<file path="config.mk">
export PLATFORM = sky130hd
export DESIGN_NAME = tile_fill_controller
export DESIGN_NICKNAME = d
export VERILOG_FILES = /design/src/rtl/tile_fill_controller_pkg.sv /design/src/rtl/tile_fill_controller_vram_write_arbiter.sv /design/src/rtl/tile_fill_controller.sv
export SDC_FILE = /design/constraint.sdc
export NUM_CORES = 1
export LEC_CHECK = 0
export ABC_AREA = 1
export CORE_ASPECT_RATIO = 1.2
export CORE_MARGIN = 2
export CORE_UTILIZATION = 36
export CTS_CLUSTER_DIAMETER = 50
export DETAILED_ROUTE_END_ITERATION = 8
export GPL_TIMING_DRIVEN = 0
export MAX_ROUTING_LAYER = met4
export PLACE_DENSITY = 0.72
export SLEW_MARGIN = 15
export SYNTH_ARGS = -nofsm -noshare
export SYNTH_HDL_FRONTEND = slang
export SYNTH_SLANG_ARGS = --single-unit
</file>
<file path="constraint.sdc">
create_clock -name Clock -period 1.9 [get_ports Clock]
set_clock_uncertainty 0.05 [all_clocks]
set_input_delay 0.38 -clock Clock [delete_from_list [all_inputs] [get_ports Clock]]
set_output_delay 0.38 -clock Clock [all_outputs]
set_load 0.01 [all_outputs]
</file>
<file path="src/rtl/tile_fill_controller_pkg.sv">
// Shared definitions for the tile fill controller: screen geometry,
// default tile parameters, FSM state encoding and the video-RAM write record.
package tile_fill_controller_pkg;

   localparam int SCREEN_SHIFT       = 8;
   localparam int SCREEN_SIZE        = 1 << SCREEN_SHIFT;
   localparam int TILE_SHIFT_DEFAULT = 6;
   localparam int GRID_SHIFT_DEFAULT = 2;
   localparam int COORD_W            = SCREEN_SHIFT;
   localparam int COLOR_W            = 8;

   typedef logic [COORD_W-1:0] coord_t;
   typedef logic [COLOR_W-1:0] color_t;

   typedef enum logic [1:0] {
      ST_IDLE = 2'd0,
      ST_FILL = 2'd1,
      ST_DONE = 2'd2
   } fill_state_t;

   // One video-RAM write as it leaves the arbiter.
   typedef struct packed {
      logic   we;
      coord_t col;
      coord_t row;
      color_t color;
   } vram_wr_t;

   // Tile number for a pixel: tiles are numbered row-major across the grid.
   function automatic int tile_index(input coord_t col, input coord_t row,
                                     input int tile_shift, input int grid_shift);
      int tile_x;
      int tile_y;
      tile_x = int'(col) >> tile_shift;
      tile_y = int'(row) >> tile_shift;
      return (tile_y << grid_shift) | tile_x;
   endfunction

endpackage

</file>
<file path="src/rtl/tile_fill_controller_vram_write_arbiter.sv">
// Arbitrates the single video-RAM write port between the CPU and the tile
// fill engine, and registers the winning write onto the RAM port.
module vram_write_arbiter
   import tile_fill_controller_pkg::*;
(
   input  logic               Clock,
   input  logic               Reset,
   input  logic               i_fill_active,
   input  logic               i_cpu_we,
   input  logic [COORD_W-1:0] i_cpu_col,
   input  logic [COORD_W-1:0] i_cpu_row,
   input  logic [COLOR_W-1:0] i_cpu_color,
   input  logic [COORD_W-1:0] i_fill_col,
   input  logic [COORD_W-1:0] i_fill_row,
   input  logic [COLOR_W-1:0] i_fill_color,
   output logic               o_fill_grant,
   output logic               o_cpu_stall,
   output logic               o_ram_we,
   output logic [COORD_W-1:0] o_ram_col,
   output logic [COORD_W-1:0] o_ram_row,
   output logic [COLOR_W-1:0] o_ram_color
);

   logic     r_prev_cpu;   // last granted write went to the CPU
   vram_wr_t r_ram;
   vram_wr_t w_next;
   logic     w_cpu_grant;
   logic     w_fill_grant;
   logic     w_cpu_stall;

   // Grant decision: CPU always wins outside a fill; during a fill the two
   // requesters take turns so neither can starve the other.
   always_comb begin
      // NOTE: every output gets a default first so no path can infer a latch.
      w_cpu_grant  = 1'b0;
      w_fill_grant = 1'b0;
      w_cpu_stall  = 1'b0;
      if (!Reset) begin
         if (i_fill_active) begin
            if (i_cpu_we && !r_prev_cpu) begin
               w_cpu_grant = 1'b1;
            end else begin
               w_fill_grant = 1'b1;
               w_cpu_stall  = i_cpu_we;
            end
         end else begin
            w_cpu_grant = i_cpu_we;
         end
      end
   end

   // Select the write that goes to RAM next cycle; address/colour hold when idle.
   always_comb begin
      w_next    = r_ram;
      w_next.we = 1'b0;
      if (w_cpu_grant) begin
         w_next = '{we: 1'b1, col: i_cpu_col, row: i_cpu_row, color: i_cpu_color};
      end else if (w_fill_grant) begin
         w_next = '{we: 1'b1, col: i_fill_col, row: i_fill_row, color: i_fill_color};
      end
   end

   // RAM port register and the turn-taking flag.
   always_ff @(posedge Clock) begin
      // NOTE: non-blocking assignments so every register samples pre-edge values.
      if (Reset) begin
         r_ram      <= '0;
         r_prev_cpu <= 1'b0;
      end else begin
         r_ram <= w_next;
         if (w_cpu_grant || w_fill_grant) begin
            r_prev_cpu <= w_cpu_grant;
         end
      end
   end

   assign o_fill_grant = w_fill_grant;
   assign o_cpu_stall  = w_cpu_stall;
   assign o_ram_we     = r_ram.we;
   assign o_ram_col    = r_ram.col;
   assign o_ram_row    = r_ram.row;
   assign o_ram_color  = r_ram.color;

endmodule

</file>
<file path="src/rtl/tile_fill_controller.sv">
// Full-screen tile fill: on a start request paints the 256x256 screen with a
// grid of solid-colour tiles, sharing the video-RAM write port with the CPU.
module tile_fill_controller
   import tile_fill_controller_pkg::*;
#(
   parameter int TILE_SHIFT = TILE_SHIFT_DEFAULT,  // TILE_SHIFT + GRID_SHIFT must be 8
   parameter int GRID_SHIFT = GRID_SHIFT_DEFAULT
) (
   input  logic                                     Clock,
   input  logic                                     Reset,
   input  logic                                     iStart,
   input  logic [(COLOR_W << (2*GRID_SHIFT))-1:0]   iColors,
   input  logic                                     iCpuWe,
   input  logic [COORD_W-1:0]                       iCpuCol,
   input  logic [COORD_W-1:0]                       iCpuRow,
   input  logic [COLOR_W-1:0]                       iCpuColor,
   output logic                                     oCpuStall,
   output logic                                     oBusy,
   output logic                                     oDone,
   output logic                                     oRamWe,
   output logic [COORD_W-1:0]                       oRamCol,
   output logic [COORD_W-1:0]                       oRamRow,
   output logic [COLOR_W-1:0]                       oRamColor
);

   localparam int SHADOW_W   = COLOR_W << (2*GRID_SHIFT);
   localparam int TILE_IDX_W = 2*GRID_SHIFT;

   fill_state_t           r_state;
   coord_t                r_col;
   coord_t                r_row;
   logic [SHADOW_W-1:0]   r_shadow;   // colours captured at start; immune to iColors changes
   logic                  r_busy;
   logic                  r_done;

   logic                  w_fill_active;
   logic                  w_fill_grant;
   logic                  w_last_pixel;
   logic [TILE_IDX_W-1:0] w_tile_idx;
   color_t                w_fill_color;

   assign w_fill_active = (r_state == ST_FILL);
   assign w_last_pixel  = (r_col == coord_t'(SCREEN_SIZE-1)) && (r_row == coord_t'(SCREEN_SIZE-1));
   assign w_tile_idx    = TILE_IDX_W'(tile_index(r_col, r_row, TILE_SHIFT, GRID_SHIFT));
   assign w_fill_color  = r_shadow[int'(w_tile_idx)*COLOR_W +: COLOR_W];

   // Fill sequencer: raster-order counters advance only on fill grants.
   always_ff @(posedge Clock) begin
      if (Reset) begin
         r_state  <= ST_IDLE;
         r_col    <= '0;
         r_row    <= '0;
         r_shadow <= '0;
         r_busy   <= 1'b0;
         r_done   <= 1'b0;
      end else begin
         case (r_state)
            ST_IDLE: begin
               if (iStart) begin
                  r_shadow <= iColors;
                  r_col    <= '0;
                  r_row    <= '0;
                  r_busy   <= 1'b1;
                  r_state  <= ST_FILL;
               end
            end
            ST_FILL: begin
               if (w_fill_grant) begin
                  if (w_last_pixel) begin
                     r_busy  <= 1'b0;
                     r_done  <= 1'b1;
                     r_state <= ST_DONE;
                  end else begin
                     r_col <= r_col + 1'b1;
                     if (r_col == coord_t'(SCREEN_SIZE-1)) begin
                        r_row <= r_row + 1'b1;
                     end
                  end
               end
            end
            ST_DONE: begin
               r_done  <= 1'b0;
               r_state <= ST_IDLE;
            end
            default: begin
               r_busy  <= 1'b0;
               r_done  <= 1'b0;
               r_state <= ST_IDLE;
            end
         endcase
      end
   end

   vram_write_arbiter u_arbiter (
      .Clock        (Clock),
      .Reset        (Reset),
      .i_fill_active(w_fill_active),
      .i_cpu_we     (iCpuWe),
      .i_cpu_col    (iCpuCol),
      .i_cpu_row    (iCpuRow),
      .i_cpu_color  (iCpuColor),
      .i_fill_col   (r_col),
      .i_fill_row   (r_row),
      .i_fill_color (w_fill_color),
      .o_fill_grant (w_fill_grant),
      .o_cpu_stall  (oCpuStall),
      .o_ram_we     (oRamWe),
      .o_ram_col    (oRamCol),
      .o_ram_row    (oRamRow),
      .o_ram_color  (oRamColor)
   );

   assign oBusy = r_busy;
   assign oDone = r_done;

endmodule
</file>
; Word level (Yosys, flattened, before mapping)
; Cells that the tools add are included.
[totals]
regBits = 174
wordCells = 69
[op_classes]
addsub = 2
n_eq_ne = 9
n_shift = 1
muxes = 30
n_bitwise = 3
reduce_logical = 13
[op_table]
columns = op, count
row1 = 128-bit by 8-bit variable part select with 8-bit output, 1
row2 = 25-bit two-way mux, 2
row3 = 8-bit two-way mux, 6
row4 = 8-bit one-hot mux with 2 select lines, 2
row5 = "8-bit by 1-bit adder with 8-bit output, second input constant", 2
row6 = "8-bit == test, second input constant", 2
row7 = 1-bit two-way mux, 14
row8 = "2-bit != test, second input constant", 5
row9 = 4-bit AND reduction, 2
row10 = 2-bit two-way mux, 3
row11 = 3-bit AND reduction, 2
row12 = 5-bit AND reduction, 1
row13 = 4-bit by 2-bit OR with 4-bit output, 1
row14 = 2-bit one-hot mux with 2 select lines, 1
row15 = 2-bit nonzero test, 2
row16 = 1-bit one-hot mux with 3 select lines, 1
row17 = "2-bit by 1-bit == test with 1-bit output, second input constant", 1
row18 = "2-bit == test, second input constant", 1
row19 = 1-bit logical AND, 2
row20 = 2-bit zero test, 1
row21 = 1-bit NOT, 2
row22 = 1-bit one-hot mux with 2 select lines, 1
row23 = 2-bit AND reduction, 1
row24 = 1-bit zero test, 1
row25 = 1-bit logical OR, 1

; Depth between registers and ports, before layout
[depth]
word_depth = 7
ltp_mapped = 12
mapped_depth_nobuf = 10

; Hierarchy
; From an unflattened synthesis, not the netlist that was laid out.
[unflattened]
hier_cells = 1205
area_unflattened_um2 = 8100.3
[modules_own_cells]
columns = module, n_inst, cells_each, area_each_um2, seq_area_each_um2
row1 = tile_fill_controller, 1, 990, 6687.7, 2962.8
row2 = vram_write_arbiter, 1, 215, 1412.6, 520.5

; Worst setup path after synthesis
; No wires, ideal clock.
[synth_timing]
path_kind = reg2reg
startpoint = register r_row[0]
endpoint = register r_col[7]
arrival_ns = 1.360
required_time_ns = 1.780
path_slack_ns = 0.420
stages_incl_launch_ff = 10
synth_period_minus_slack_ns = 1.480
path_cell_list = dfxtp_1 ha_1 nand2_1 nor2_1 nand2_1 nor2_4 nand2_4 nand2_4 nand2_1 a21oi_1
[synth_via]
elab_chain_len = 4
[synth_rtl]
columns = item, line_no
row1 = "start, declared", tile_fill_controller.sv:31  ; coord_t r_row;
row2 = "start signal, assigned", tile_fill_controller.sv:76  ; r_row <= r_row + 1'b1;
row3 = 8-bit == test, tile_fill_controller.sv:43  ; assign w_last_pixel = (r_col == coord_t'(SCREEN_SIZE-1)) && (r_row == coord_t'(SCREEN_SIZE-1));
row4 = 1-bit logical AND, tile_fill_controller.sv:43
row5 = 2-bit != test (no source line), -
row6 = 4-bit AND reduction (no source line), -
row7 = "end signal, assigned", tile_fill_controller.sv:74  ; r_col <= r_col + 1'b1;
row8 = "end, declared", tile_fill_controller.sv:30  ; coord_t r_col;
; Every way passes these cells.
; A chain may end at the register's enable or synchronous reset.

; Worst setup path after layout
[layout_timing]
startpoint = register u_arbiter.r_ram, in the netlist u_arbiter.o_ram_color[4]
endpoint = output oRamColor[4]
[layout_lines]
columns = item, line_no
row1 = "start, declared", tile_fill_controller_vram_write_arbiter.sv:25  ; vram_wr_t r_ram;
row2 = "start signal, assigned", tile_fill_controller_vram_write_arbiter.sv:70  ; r_ram <= w_next;
row3 = "end, declared", tile_fill_controller.sv:23  ; output logic [COLOR_W-1:0] oRamColor
; No word-level cell between the ends.

==> summary.txt <==
GPL Wtd Cong = 0.9184
Die Y = 167.8 um
1st-iter DRT viols = 654
Clock latency on the worst-skew pair = 0.43 ns
# setup viols final = 0
Register bit total from synthesis = 174
Crit path buf inv count = 1
Cells after Synth = 1189
Setup crit end kind = primary output
Die area = 23570 sq um
Die width = 140.5 um
NumNets Final = 1553
Antenna violations before repair = 0
Crit Path Max Fanout = 2
Max-cap check violation count = 0
Final Hold Viols = 0
R2R depth = 9
Vias in the first global route = 7924
Worst Hold Depth = 2
Run status = finished clean
Crit path depth = 1
Leakage = 0.004472 uW
CTS tree = yes
Top Family by Delay on Critical Path = buffers and inverters
Root Buffer = clkbuf_16
Flop-to-flop setup slack = 0.10 ns
Post-Route WL = 26210 um
Sequential-to-total area share from yosys stat = 43.29%
Final setup TNS = 0 ns
CP max stage delay = 0.57 ns
Core area = 21850 sq um
Period utilization = 96.64%
PortBufs = 183
Main flop type after synthesis = dfxtp_1
Critical path class = flop to primary output
Via density = 5.020
Final Max Tran Viols = 0
CP max-delay cell = clkdlybuf4s50_1
Count of different cell masters after synthesis = 32
Post-synth EDFFs = 0
Share of layout cells above drive strength 1 = 7.599%
Top post-synthesis cells by area = dfxtp_1, nand2_1, o21ai_0, nor2_1, a21oi_1
Most common cell in the netlist = nand2_1
Row count = 59
Peak supply drop = 0.0005695 V
Average wire per standard cell = 15.58 um
Final hold slack = 0.4014 ns
Sink Count = 174
Clk pin slew, worst setup/hold paths = 0.07 ns
Hold-fix buffers at CTS = 0
Max Root-Sink Buffers = 2
Synthesis Warnings = 0
Cell Area, Synth = 8046 sq um
Synth area leader = dfxtp_1
First-pass GRT wire length = 40140 um
TritonRoute pass-1 iters = 5
Non-Filler Instances = 1682
Routed via count = 8444
N_diodes = 0
Top post-synthesis cells by count = nand2_1, nor2_1, dfxtp_1
Critical Path, Cell by Cell = clkdlybuf4s50_1
Routed Antenna Nets = 0
DP Wirelength = 20170 um
Area growth from synthesis to layout = 34.71%
Worst min path class = flop to flop
I/O Pins = 184
CP Data Required Time = 1.47 ns
Slew HR = 56.01%
Final core utilization = 49.60%
H-tree Lvls = 4
Avg Cell Area, Syn = 6.767 sq um
Nature of the critical path startpoint = flop
DRC = 0
GRT Total Usage = 22.26%
RSZ-0062 raised after global routing = no
Tightest Pin Transition = 0.6575 ns
Fmax = 0.5446 GHz
Total gr overflow = 0
Post-synth net total = 1347
Power Density = 809.2 nW/um^2
CTS buffer count = 17
Min Tclk post-route = 1.836 ns
Starting density of the core = 36.82%
Largest net degree at the start of global routing = 17
Synth top area share = 43.29%
Asr flop ratio synth = 0%
Placed cells = 1646
Crit path DAT = 1.41 ns
-- stage by stage --
step | worst slack [ns] | cell area (sq um) | power, uW
floorplan | 0.4201 | 8046 | 4833
global placement | -0.5776 | 10220 | 5483
detailed placement | -0.6237 | 10220 | 5512
CTS | -0.03507 | 10790 | 8748
global route | 0.002053 | 10840 | 9110
finish | 0.06377 | 10840 | 8771
-- sequential cells by signal (all words and copies together) (netlist names) --
signal	cells
r_shadow	128
r_col	8
r_row	8
u_arbiter.o_ram_col	8
u_arbiter.o_ram_color	8
u_arbiter.o_ram_row	8
r_state	2
oBusy	1
oDone	1
u_arbiter.o_ram_we	1
u_arbiter.r_prev_cpu	1
-- metal layers --
metal | track usage, % | routed length [um]
met5 | - | 0
met1 | 26.35 | 10910
met4 | 8.565 | 835
met3 | 3.641 | 1523
met2 | 38.04 | 12940
-- cell type report --
type / instances / area (sq um)
Clock buffer: 19 / 442.9
Inverter: 112 / 436.7
Fill cell: 2167 / 11010
Tap cell: 274 / 342.8
Multi-Input combinational cell: 826 / 3782
Timing Repair Buffer: 187 / 1857
Buffer: 77 / 389.1
Sequential cell: 174 / 3485
Clock inverter: 13 / 103.9
-- cell families (layout without fill, tap and decap cells) --
kind of cell / Yosys count / after routing / synth area share (%)
AO/OA/AOI/OAI: 287 / 287 / 18.88
XOR/XNOR: 4 / 4 / 0.4353
adder cells (fa/ha/maj): 2 / 2 / 0.3109
buffers and inverters: 189 / 408 / 9.936
flip-flops: 174 / 174 / 43.29
AND/OR/NAND/NOR: 533 / 533 / 27.15
-- repair_timing --
action | in CTS | in global routing
resized for setup | 10 | 22
pin swaps | 1 | 1
setup buffers | 1 | 3
endpoints found under the setup margin | 59 | 31
-- placed cells by master (no fill, tap or decap), types with 27 or more instances in the layout --
cell type          n
nand2_1          239
buf_2             31
a21oi_1           92
inv_1            104
o21ai_0          160
clkdlybuf4s50_1  182
nand3_1           68
nor2_1           203
o211ai_1          27
dfxtp_1          173
-- where the power goes --
group	total (uW)	leakage (uW)	switching, uW	internal, uW
clock network	3300	0.000259	1570	1730
logic	1410	0.00278	754	654
registers	4060	0.00144	127	3930
total	8770	0.00447	2450	6320
-- worst paths after layout --
kind / startpoint / end
worst max-delay path: u_arbiter.o_ram_color[4]$_SDFFE_PP0P_ / oRamColor[4]
worst min-delay path: r_shadow[83]$_SDFFE_PP0P_ / r_shadow[83]$_SDFFE_PP0P_
worst max register to register: r_col[7]$_SDFFE_PP0P_ / u_arbiter.o_ram_color[3]$_SDFFE_PP0P_
worst min register to register: r_shadow[83]$_SDFFE_PP0P_ / r_shadow[83]$_SDFFE_PP0P_
No activity file was read; power rests on OpenSTA's default activity.
